===== config.mk =====
export PLATFORM = sky130hd
export DESIGN_NAME = mul_div_engine
export DESIGN_NICKNAME = d
export VERILOG_FILES = /design/src/rtl/mul_div_pkg.sv /design/src/rtl/mul_div_datapath.sv /design/src/rtl/mul_div_engine.sv
export SDC_FILE = /design/constraint.sdc
export NUM_CORES = 1
export LEC_CHECK = 0
export BUFFER_PORTS_ARGS = -buffer_cell sky130_fd_sc_hd__buf_4
export CORE_MARGIN = 4
export CORE_UTILIZATION = 30
export CTS_BUF_LIST = sky130_fd_sc_hd__clkbuf_4 sky130_fd_sc_hd__clkbuf_8
export DETAILED_ROUTE_END_ITERATION = 7
export GPL_TIMING_DRIVEN = 0
export HOLD_SLACK_MARGIN = 0.02
export RECOVER_POWER = 100
export SYNTH_ARGS = -nofsm -noshare
export SYNTH_HDL_FRONTEND = slang
export SYNTH_HIERARCHICAL = 1
export SYNTH_SLANG_ARGS = --single-unit

===== constraint.sdc =====
create_clock -name clk_i -period 5.5 [get_ports clk_i]
set_input_delay 0.55 -clock clk_i [delete_from_list [all_inputs] [get_ports clk_i]]
set_output_delay 0.55 -clock clk_i [all_outputs]
set_load 0.02 [all_outputs]

===== src/rtl/mul_div_pkg.sv =====
// -----------------------------------------------------------------------------
// mul_div_pkg
// Shared definitions for the MIPS multiply/divide engine:
//   - op encodings MD_MULT..MD_MTLO (value of op_i)
//   - FSM state encoding
//   - default number of divide/multiply iterations
//   - divide-by-zero quotient constants
// -----------------------------------------------------------------------------
package mul_div_pkg;

  localparam logic [2:0] MD_MULT  = 3'd0;
  localparam logic [2:0] MD_MULTU = 3'd1;
  localparam logic [2:0] MD_DIV   = 3'd2;
  localparam logic [2:0] MD_DIVU  = 3'd3;
  localparam logic [2:0] MD_MFHI  = 3'd4;
  localparam logic [2:0] MD_MFLO  = 3'd5;
  localparam logic [2:0] MD_MTHI  = 3'd6;
  localparam logic [2:0] MD_MTLO  = 3'd7;

  typedef enum logic [1:0] {
    ST_IDLE = 2'd0,
    ST_BUSY = 2'd1,
    ST_DONE = 2'd2
  } md_state_e;

  localparam int DIV_ITER_DEF = 32;

  // Quotient returned for a zero divisor. The remainder is always rs.
  localparam logic [31:0] DIV0_LO_POS = 32'hFFFF_FFFF;  // DIVU, or DIV with rs >= 0
  localparam logic [31:0] DIV0_LO_NEG = 32'h0000_0001;  // DIV with rs < 0

endpackage


===== src/rtl/mul_div_datapath.sv =====
// -----------------------------------------------------------------------------
// mul_div_datapath
// 64-bit shared accumulator for restoring division and shift-add
// multiplication, plus the final sign-fix / divide-by-zero result logic.
// When MUL_DIV_FAST_MUL_EN is defined, MULT/MULTU instead keep the raw
// operands and form the product with a single sign-extended multiply.
//
// Ports:
//   clk_i, resetn_i     clock, async active-low reset
//   load_i              capture operands (issue cycle)
//   step_i              perform one iteration
//   op_i                op being issued (sampled with load_i)
//   rs_i, rt_i          operands (sampled with load_i)
//   hi_res_o, lo_res_o  final HI/LO value, valid once the iterations are done
// -----------------------------------------------------------------------------
module mul_div_datapath
  import mul_div_pkg::*;
(
  input  logic        clk_i,
  input  logic        resetn_i,
  input  logic        load_i,
  input  logic        step_i,
  input  logic [2:0]  op_i,
  input  logic [31:0] rs_i,
  input  logic [31:0] rt_i,
  output logic [31:0] hi_res_o,
  output logic [31:0] lo_res_o
);

  // acc: divide -> {remainder, dividend/quotient}; multiply -> {partial, multiplier}
  logic [63:0] acc_q, acc_d;
  logic [31:0] opnd_q, opnd_d;      // divisor or multiplicand magnitude
  logic        is_div_q, is_div_d;
  logic        neg_q, neg_d;        // negate quotient / product at the end
  logic        rem_neg_q, rem_neg_d;  // remainder takes the sign of rs
`ifdef MUL_DIV_FAST_MUL_EN
  logic        signed_q, signed_d;
`endif

  logic        signed_op, rs_neg, rt_neg;
  logic [32:0] rem33, sum33;
  logic        ge;
  logic [63:0] prod;

  // NOTE: every signal written here gets a default first, so no latch is inferred.
  always_comb begin
    signed_op = (op_i == MD_MULT) || (op_i == MD_DIV);
    rs_neg    = signed_op & rs_i[31];
    rt_neg    = signed_op & rt_i[31];

    // Shifted partial remainder needs 33 bits: it can exceed 2^32-1 before the subtract.
    rem33 = acc_q[63:31];
    ge    = rem33 >= {1'b0, opnd_q};
    sum33 = {1'b0, acc_q[63:32]} + {1'b0, (acc_q[0] ? opnd_q : 32'h0)};

    acc_d     = acc_q;
    opnd_d    = opnd_q;
    is_div_d  = is_div_q;
    neg_d     = neg_q;
    rem_neg_d = rem_neg_q;
`ifdef MUL_DIV_FAST_MUL_EN
    signed_d  = signed_q;
`endif

    if (load_i) begin
      is_div_d  = op_i[1];
      neg_d     = rs_neg ^ rt_neg;
      rem_neg_d = rs_neg;
      acc_d     = {32'h0, (rs_neg ? 32'h0 - rs_i : rs_i)};
      opnd_d    = rt_neg ? 32'h0 - rt_i : rt_i;
`ifdef MUL_DIV_FAST_MUL_EN
      signed_d  = signed_op;
      if (!op_i[1]) begin
        acc_d  = {32'h0, rs_i};
        opnd_d = rt_i;
      end
`endif
    end else if (step_i) begin
      if (is_div_q) begin
        // When ge, the difference is below the divisor, so 32 bits hold it.
        acc_d = {(ge ? rem33[31:0] - opnd_q : rem33[31:0]), acc_q[30:0], ge};
      end else begin
        acc_d = {sum33, acc_q[31:1]};
      end
    end
  end

  // NOTE: state flops use non-blocking assignments only.
  always_ff @(posedge clk_i or negedge resetn_i) begin
    if (!resetn_i) begin
      acc_q     <= '0;
      opnd_q    <= '0;
      is_div_q  <= 1'b0;
      neg_q     <= 1'b0;
      rem_neg_q <= 1'b0;
`ifdef MUL_DIV_FAST_MUL_EN
      signed_q  <= 1'b0;
`endif
    end else begin
      acc_q     <= acc_d;
      opnd_q    <= opnd_d;
      is_div_q  <= is_div_d;
      neg_q     <= neg_d;
      rem_neg_q <= rem_neg_d;
`ifdef MUL_DIV_FAST_MUL_EN
      signed_q  <= signed_d;
`endif
    end
  end

  // Sign fix. For a zero divisor the remainder path already yields rs.
  always_comb begin
    prod     = neg_q ? 64'h0 - acc_q : acc_q;
`ifdef MUL_DIV_FAST_MUL_EN
    // 33x33 signed multiply: operands extended by their signedness; low 64 bits kept.
    prod     = {{32{signed_q & acc_q[31]}}, acc_q[31:0]} *
               {{32{signed_q & opnd_q[31]}}, opnd_q};
`endif
    hi_res_o = prod[63:32];
    lo_res_o = prod[31:0];
    if (is_div_q) begin
      hi_res_o = rem_neg_q ? 32'h0 - acc_q[63:32] : acc_q[63:32];
      lo_res_o = neg_q ? 32'h0 - acc_q[31:0] : acc_q[31:0];
      if (opnd_q == 32'h0) begin
        lo_res_o = rem_neg_q ? DIV0_LO_NEG : DIV0_LO_POS;
      end
    end
  end

endmodule


===== src/rtl/mul_div_engine.sv =====
// -----------------------------------------------------------------------------
// mul_div_engine
// Multi-cycle MIPS multiply/divide unit in EX. Runs MULT/MULTU/DIV/DIVU into
// private HI/LO, serves MFHI/MFLO/MTHI/MTLO and requests an EX stall while an
// operation is in flight (IDLE -> BUSY -> DONE).
// Build option: MUL_DIV_FAST_MUL_EN - single-cycle BUSY for MULT/MULTU.
//
// Ports:
//   clk_i, resetn_i   clock, async active-low reset
//   en_i              0 freezes the unit (no issue, no HI/LO write)
//   hold_i            IF/MEM stall; keeps DONE until released
//   flush_i           kills the EX instruction
//   valid_i, op_i     mul/div-class instruction in EX and its op
//   rs_i, rt_i        operands
//   ex_stall_o        EX stall request
//   result_o          MFHI/MFLO read data
//   hi_o, lo_o        architectural HI/LO
// -----------------------------------------------------------------------------
module mul_div_engine
  import mul_div_pkg::*;
#(
  parameter int DIV_ITER = DIV_ITER_DEF
) (
  input  logic        clk_i,
  input  logic        resetn_i,
  input  logic        en_i,
  input  logic        hold_i,
  input  logic        flush_i,
  input  logic        valid_i,
  input  logic [2:0]  op_i,
  input  logic [31:0] rs_i,
  input  logic [31:0] rt_i,
  output logic        ex_stall_o,
  output logic [31:0] result_o,
  output logic [31:0] hi_o,
  output logic [31:0] lo_o
);

  localparam int CNT_W = $clog2(DIV_ITER + 1);

  md_state_e        state_q, state_d;
  logic [CNT_W-1:0] cnt_q, cnt_d;
  logic [31:0]      hi_q, hi_d, lo_q, lo_d;
  logic             start, mt_wr, step;
  logic [CNT_W-1:0] cnt_load;
  logic [31:0]      hi_res, lo_res;

  assign start = (state_q == ST_IDLE) && valid_i && en_i && !op_i[2] && !flush_i;
  assign mt_wr = (state_q == ST_IDLE) && valid_i && en_i && !flush_i &&
                 ((op_i == MD_MTHI) || (op_i == MD_MTLO));

  // Counter value at issue: iterations remaining before the sign-fix cycle.
`ifdef MUL_DIV_FAST_MUL_EN
  assign cnt_load = op_i[1] ? CNT_W'(DIV_ITER) : '0;
`else
  assign cnt_load = CNT_W'(DIV_ITER);
`endif

  always_comb begin
    state_d = state_q;
    cnt_d   = cnt_q;
    hi_d    = hi_q;
    lo_d    = lo_q;
    step    = 1'b0;
    unique case (state_q)
      ST_IDLE: begin
        if (start) begin
          state_d = ST_BUSY;
          cnt_d   = cnt_load;
        end else if (mt_wr) begin
          if (op_i == MD_MTHI) hi_d = rs_i;
          else                 lo_d = rs_i;
        end
      end
      ST_BUSY: begin
        if (flush_i) begin
          state_d = ST_IDLE;
        end else if (en_i) begin
          if (cnt_q != '0) begin
            step  = 1'b1;
            cnt_d = cnt_q - CNT_W'(1);
          end else begin
            hi_d    = hi_res;
            lo_d    = lo_res;
            state_d = ST_DONE;
          end
        end
      end
      ST_DONE: begin
        // valid_i is not looked at, so the finished instruction is never reissued.
        if (flush_i || (en_i && !hold_i)) state_d = ST_IDLE;
      end
      default: state_d = ST_IDLE;
    endcase
  end

  always_ff @(posedge clk_i or negedge resetn_i) begin
    if (!resetn_i) begin
      state_q <= ST_IDLE;
      cnt_q   <= '0;
      hi_q    <= '0;
      lo_q    <= '0;
    end else begin
      state_q <= state_d;
      cnt_q   <= cnt_d;
      hi_q    <= hi_d;
      lo_q    <= lo_d;
    end
  end

  mul_div_datapath u_datapath (
    .clk_i    (clk_i),
    .resetn_i (resetn_i),
    .load_i   (start),
    .step_i   (step),
    .op_i     (op_i),
    .rs_i     (rs_i),
    .rt_i     (rt_i),
    .hi_res_o (hi_res),
    .lo_res_o (lo_res)
  );

  // Stall rises combinationally in the issue cycle and drops in a flush cycle.
  assign ex_stall_o = start || ((state_q == ST_BUSY) && !flush_i);
  assign result_o   = (op_i == MD_MFHI) ? hi_q : lo_q;
  assign hi_o       = hi_q;
  assign lo_o       = lo_q;

endmodule


**Word level (Yosys, flattened, before mapping)**

Cells that the tools add are included.

- $add $sub $neg: 8
- Reduce and logical (&&, ||, !) cells: 25
- Equal/unequal tests: 18
- Muxes and demuxes: 44
- Magnitude comparators: 1
- Bitwise gates (word level): 3

Operator list:

| operator | number |
|---|---|
| two-way mux 32 bit | 23 |
| two-way mux 64 bit | 4 |
| one-hot mux 32 bit (2 select lines) | 2 |
| subtractor 1 x 32 -> 32 bit, first input constant | 4 |
| subtractor 1 x 64 -> 64 bit, first input constant | 1 |
| adder 32 x 32 -> 33 bit | 1 |
| >= comparator 33 x 32 -> 1 bit | 1 |
| logical NOT 32 bit | 1 |
| subtractor 32 bit | 1 |
| two-way mux 6 bit | 4 |
| != test 2 bit, second input constant | 9 |
| AND reduction 7 bit | 2 |
| one-hot mux 6 bit (2 select lines) | 1 |
| two-way mux 2 bit | 5 |
| equality test 3 bit, second input constant | 3 |
| logical AND 1 bit | 8 |
| != test 3 bit, second input constant | 2 |
| one-hot mux 2 bit (3 select lines) | 1 |
| nonzero test 6 bit | 1 |
| subtractor 6 x 1 -> 6 bit, second input constant | 1 |
| AND reduction 5 bit | 1 |
| logical OR 1 bit | 4 |
| two-way mux 1 bit | 4 |
| AND reduction 4 bit | 1 |
| 10 further kinds | 14 |

- Bits of input ports: 73
- Register bits: 171
- Logic and storage cells: 108

**Logic depth before layout (Yosys ltp)**

- Depth in word-level cells: 8
- Depth in mapped cells: 16
- Depth with buffers taken out: 15

**Cells and area by module**

The synthesis kept the hierarchy.

Modules (own cells, without submodules):

| module | area each (um2) | cells an instance | times used |
|---|---|---|---|
| mul_div_datapath | 11613.6 | 1602 | 1 |
| mul_div_engine | 3892.5 | 401 | 1 |

**Worst setup path before layout**

No wires, ideal clock.

- Path type: register to register
- From: register u_datapath.acc_q[31]
- To: register u_datapath.acc_q[58]
- Stages on the path, launching flop included: 16
- Path slack: 1934 ps
- Required time: 5375 ps
- Buffers on the path: 1
- Arrival time: 3441 ps
- Clock period less this slack: 3566 ps
- Path through: dfrtp_1 clkbuf_1 inv_1 ha_1 inv_1 fa_1 a211o_1 a21oi_1 nor3_1 a2111o_1 o21ai_0 o31ai_1 a31oi_1 xor2_1 o2111a_1 a2111oi_0

- Cells in the longest elaborated chain, start to end: 5

Ends and longest elaborated chain:

| item | line | text |
|---|---|---|
| from (decl) | mul_div_datapath.sv:31 | `logic [63:0] acc_q, acc_d;` |
| from (signal assigned) | mul_div_datapath.sv:91 | `acc_q <= '0;` |
| from (signal assigned) | mul_div_datapath.sv:100 | `acc_q <= acc_d;` |
| subtractor 32 bit or >= comparator 33 x 32 -> 1 bit (tied branches) | mul_div_datapath.sv:81, mul_div_datapath.sv:53 |  |
| two-way mux 32 bit * | mul_div_datapath.sv:81 | `acc_d = {(ge ? rem33[31:0] - opnd_q : rem33[31:0]), acc_q[30:0], ge};` |
| two-way mux 64 bit * | mul_div_datapath.sv:79 | `if (is_div_q) begin` |
| two-way mux 64 bit * | mul_div_datapath.sv:78 | `end else if (step_i) begin` |
| two-way mux 64 bit * | mul_div_datapath.sv:65 | `if (load_i) begin` |

Every way passes the cells marked *; elsewhere a longest branch is shown, timed or not. The select of a mux whose other input is x is not followed.
A chain may end at the register's enable or synchronous reset.

**Worst setup path in the final report**

- From: register u_datapath.acc_q[0]
- To: register u_datapath.acc_q[61]

- Cells in the longest elaborated chain, start to end: 5

Ends and longest elaborated chain:

| item | line | text |
|---|---|---|
| two-way mux 32 bit | mul_div_datapath.sv:54 | `sum33 = {1'b0, acc_q[63:32]} + {1'b0, (acc_q[0] ? opnd_q : 32'h0)};` |
| adder 32 x 32 -> 33 bit | mul_div_datapath.sv:54 |  |
| two-way mux 64 bit | mul_div_datapath.sv:79 |  |
| two-way mux 64 bit | mul_div_datapath.sv:78 |  |
| two-way mux 64 bit | mul_div_datapath.sv:65 |  |

No other way between the ends. The select of a mux whose other input is x is not followed.

==> impl_metrics.json <==
{
  "grt_pass1_wl_um": 91740,
  "pin_count": 170,
  "clk_pin_slew_worst_paths_ns": 0.11,
  "synth_compound_area_frac": 0.1969,
  "viasPerCell": 5.410,
  "startpoint": "u_datapath/acc_q[0]",
  "power.density_nw_per_um2": 499.7,
  "reg2reg_from": "u_datapath/acc_q[0]",
  "syn-num-nets": 2148,
  "yosys_warnings": 6,
  "grt_pass1_vias": 15480,
  "path_max_fanout": 10,
  "rsz0062_at_grt": "false",
  "synth_top_family_by_area": "simple AND/OR/NAND/NOR gates",
  "violations": "capacitance limit, slew limit",
  "critical_path_class": "reg2reg",
  "slew_headroom": -0.7274,
  "hp-class": "in2reg",
  "max_freq_ghz": 0.1970,
  "ctsResizeCount": 0,
  "power_mw": 8.814,
  "cts_tree": "done",
  "antenna_left": 0,
  "gp_congestion": 0.9623,
  "io_buffer_count": 169,
  "post_cts.repair.setup_buffers": 0,
  "netlist_area_um2": 15510,
  "crit_path_start_kind": "flip-flop",
  "syn_to_final_growth_pct": 13.74,
  "synth.avg_cell_area_um2": 7.741,
  "synthMuxAreaShare": 0.1023,
  "status": "complete, but fails checks",
  "syn_inst": 2003,
  "ys_ff_latch": 171,
  "mostFrequentLayoutCell": "nand2_1",
  "hold_buffers": 1,
  "rows": 83,
  "cp.arrival_ns": 5.53,
  "drv_slew": 180,
  "hold_violations": 0,
  "synth_adder_area_share": 0.05907,
  "antenna_found_initial": 0,
  "via_count": 15610,
  "crit_end": "u_datapath/acc_q[61]",
  "max_cap_violations": 3,
  "r2r_end": "u_datapath/acc_q[61]",
  "gr-total-overflow": 0,
  "die-area_um2": 55390,
  "dp_cells": 2854,
  "wirelength_um": 60090,
  "die_h_um": 235.3,
  "drt-pass1-iter-count": 5,
  "nFillCells": 5633,
  "nets": 2339,
  "fin_crit_ns": 5.077,
  "dp_slack_ns": 0.6145,
  "r2r_cells": 14,
  "synthTopCellsByArea": "dfrtp_1 (28%), mux2_2 (7.2%), nand2_1 (6.7%), nor2_1 (6.1%), a21oi_1 (6.1%)",
  "synth-simple-area-share": 0.2167,
  "clk_latency_ns": 0.57,
  "setup_slack_ns": 0.4232,
  "cts-root-buf": "clkbuf_8",
  "grt_usage": 0.2108,
  "regToRegSetupSlack_ns": 0.42,
  "async_flop_share": 1.000,
  "fp.dieW_um": 235.3,
  "layout-drive-gt1-share": 0.1070,
  "skew_ns": 0.02407,
  "synth_xor_area_frac": 0.09828,
  "yosysSeqAreaShare": 0.2760,
  "clk_path_buf_depth": 2,
  "endpoint_kind": "flip-flop",
  "hold_path.startpoint": "flush_i",
  "core_area_um2": 51200,
  "fin_crit_sh": 0.9231,
  "finalSetupViolCount": 0,
  "worstMarginPinSlew_ns": 2.591,
  "synth_edf_count": 0,
  "mostFrequentLayoutCells": "nand2_1 (276), nor2_1 (253), clkbuf_1 (199), a21oi_1 (190), dfrtp_1 (171)",
  "diodes": 0,
  "instances_no_fill": 2886,
  "htree_levels": 4,
  "ir_worst_vdd_mv": 0.2123,
  "leakage_nw": 7.640,
  "synth_top_area_share": 0.2760,
  "final_core_util": 0.3445,
  "detail_route.wl_per_cell_um": 20.82,
  "worstPathRequired_ns": 5.96,
  "post-dp-hpwl_um": 47750,
  "yosysUniqueCellTypes": 81,
  "yosys.area.top_type": "dfrtp_1",
  "numCtsBuffers": 17,
  "grt_start_max_net_pins": 103,
  "route.detailed.drc": 0,
  "synth_ff_type": "dfrtp_1",
  "numClockSinks": 171,
  "fin_tns_setup_ns": 0,
  "start_util": 0.3029,
  "drt-initial-drc-count": 1353
}
registers in the layout, indices dropped and copies added, names as in the netlist:
| name | cells |
|---|---|
| u_datapath/acc_q | 64 |
| hi_o | 32 |
| u_datapath/neg_q | 1 |
| u_datapath/opnd_q | 32 |
| state_q | 2 |
| u_datapath/is_div_q | 1 |
| cnt_q | 6 |
| lo_o | 32 |
| u_datapath/rem_neg_q | 1 |
worst min path at each step:
stage / to / cells after the start
after floorplan: cnt_q[0] / 0
after global placement: cnt_q[1] / 2
after detailed placement: cnt_q[1] / 2
after CTS: state_q[1] / 2
after global routing: state_q[1] / 2
final: state_q[1] / 2
where the power goes:
part           internal, mW  total (mW)  leakage, nW  switching [mW]
Sequential             1.70        2.31         2.11           0.603
Clock                 0.378       0.940        0.191           0.562
Combinational          2.10        5.57         5.34            3.47
Total                  4.18        8.81         7.64            4.63
synthesized netlist by cell type, drive strengths merged (28+ instances only):
cell type    n
a211oi      48
a21oi      190
clkbuf     100
dfrtp      171
ha          70
inv         75
mux2       100
mux2i       46
nand2      276
nand3       29
nor2       254
nor3        40
nor4        28
o21ai      107
xnor2      108
xor2        66
routing by layer:
| metal | global-route usage | vias to the layer above | part of all wire |
|---|---|---|---|
| met4 | 0.09076 | 0 | 0.040 |
| met2 | 0.3482 | 543 | 0.46 |
| li1 | - | 7440 | - |
| met1 | 0.2758 | 7539 | 0.43 |
| met3 | 0.03093 | 90 | 0.064 |
| met5 | 0 | - | 0 |
worst max-delay path, cell delays in order (launching register included):
cell	delay (ns)
dfrtp_1	0.49
inv_1	0.23
clkbuf_1	0.52
nor2_1	0.12
ha_1	0.36
nor2b_1	0.17
o31ai_1	0.63
a211oi_1	0.21
a21oi_1	0.33
a311oi_1	0.24
a31o_2	0.36
a41o_1	0.30
o31ai_1	0.56
xnor2_1	0.13
a221o_1	0.33
cell families after synthesis:
family | Yosys count
XOR/XNOR | 174
AND/OR/NAND/NOR | 744
multiplexers | 146
AO/OA/AOI/OAI | 494
buffers and inverters | 202
adder cells (fa/ha/maj) | 72
flip-flops | 171
stage by stage:
stage               hold slack [ns]  cell area, um^2
global placement             0.4930            17630
detailed placement           0.5003            17680
floorplan                    0.2544            15510
finish                       0.1637            17640
CTS                         0.09836            18070
global route                 0.1313            17640
cell type report:
| class | instances | area [um^2] | share of cell area |
|---|---|---|---|
| Buffer | 125 | 493.0 | 0.02795 |
| Sequential cell | 171 | 4279 | 0.2426 |
| Clock buffer | 18 | 247.7 | 0.01405 |
| Timing Repair Buffer | 172 | 943.4 | 0.05349 |
| Tap cell | 680 | 850.8 | 0.04824 |
| Multi-Input combinational cell | 1630 | 10400 | 0.5899 |
| Clock inverter | 13 | 130.1 | 0.007378 |
| Inverter | 77 | 289.0 | 0.01639 |
(Power assumes the default switching activity.)
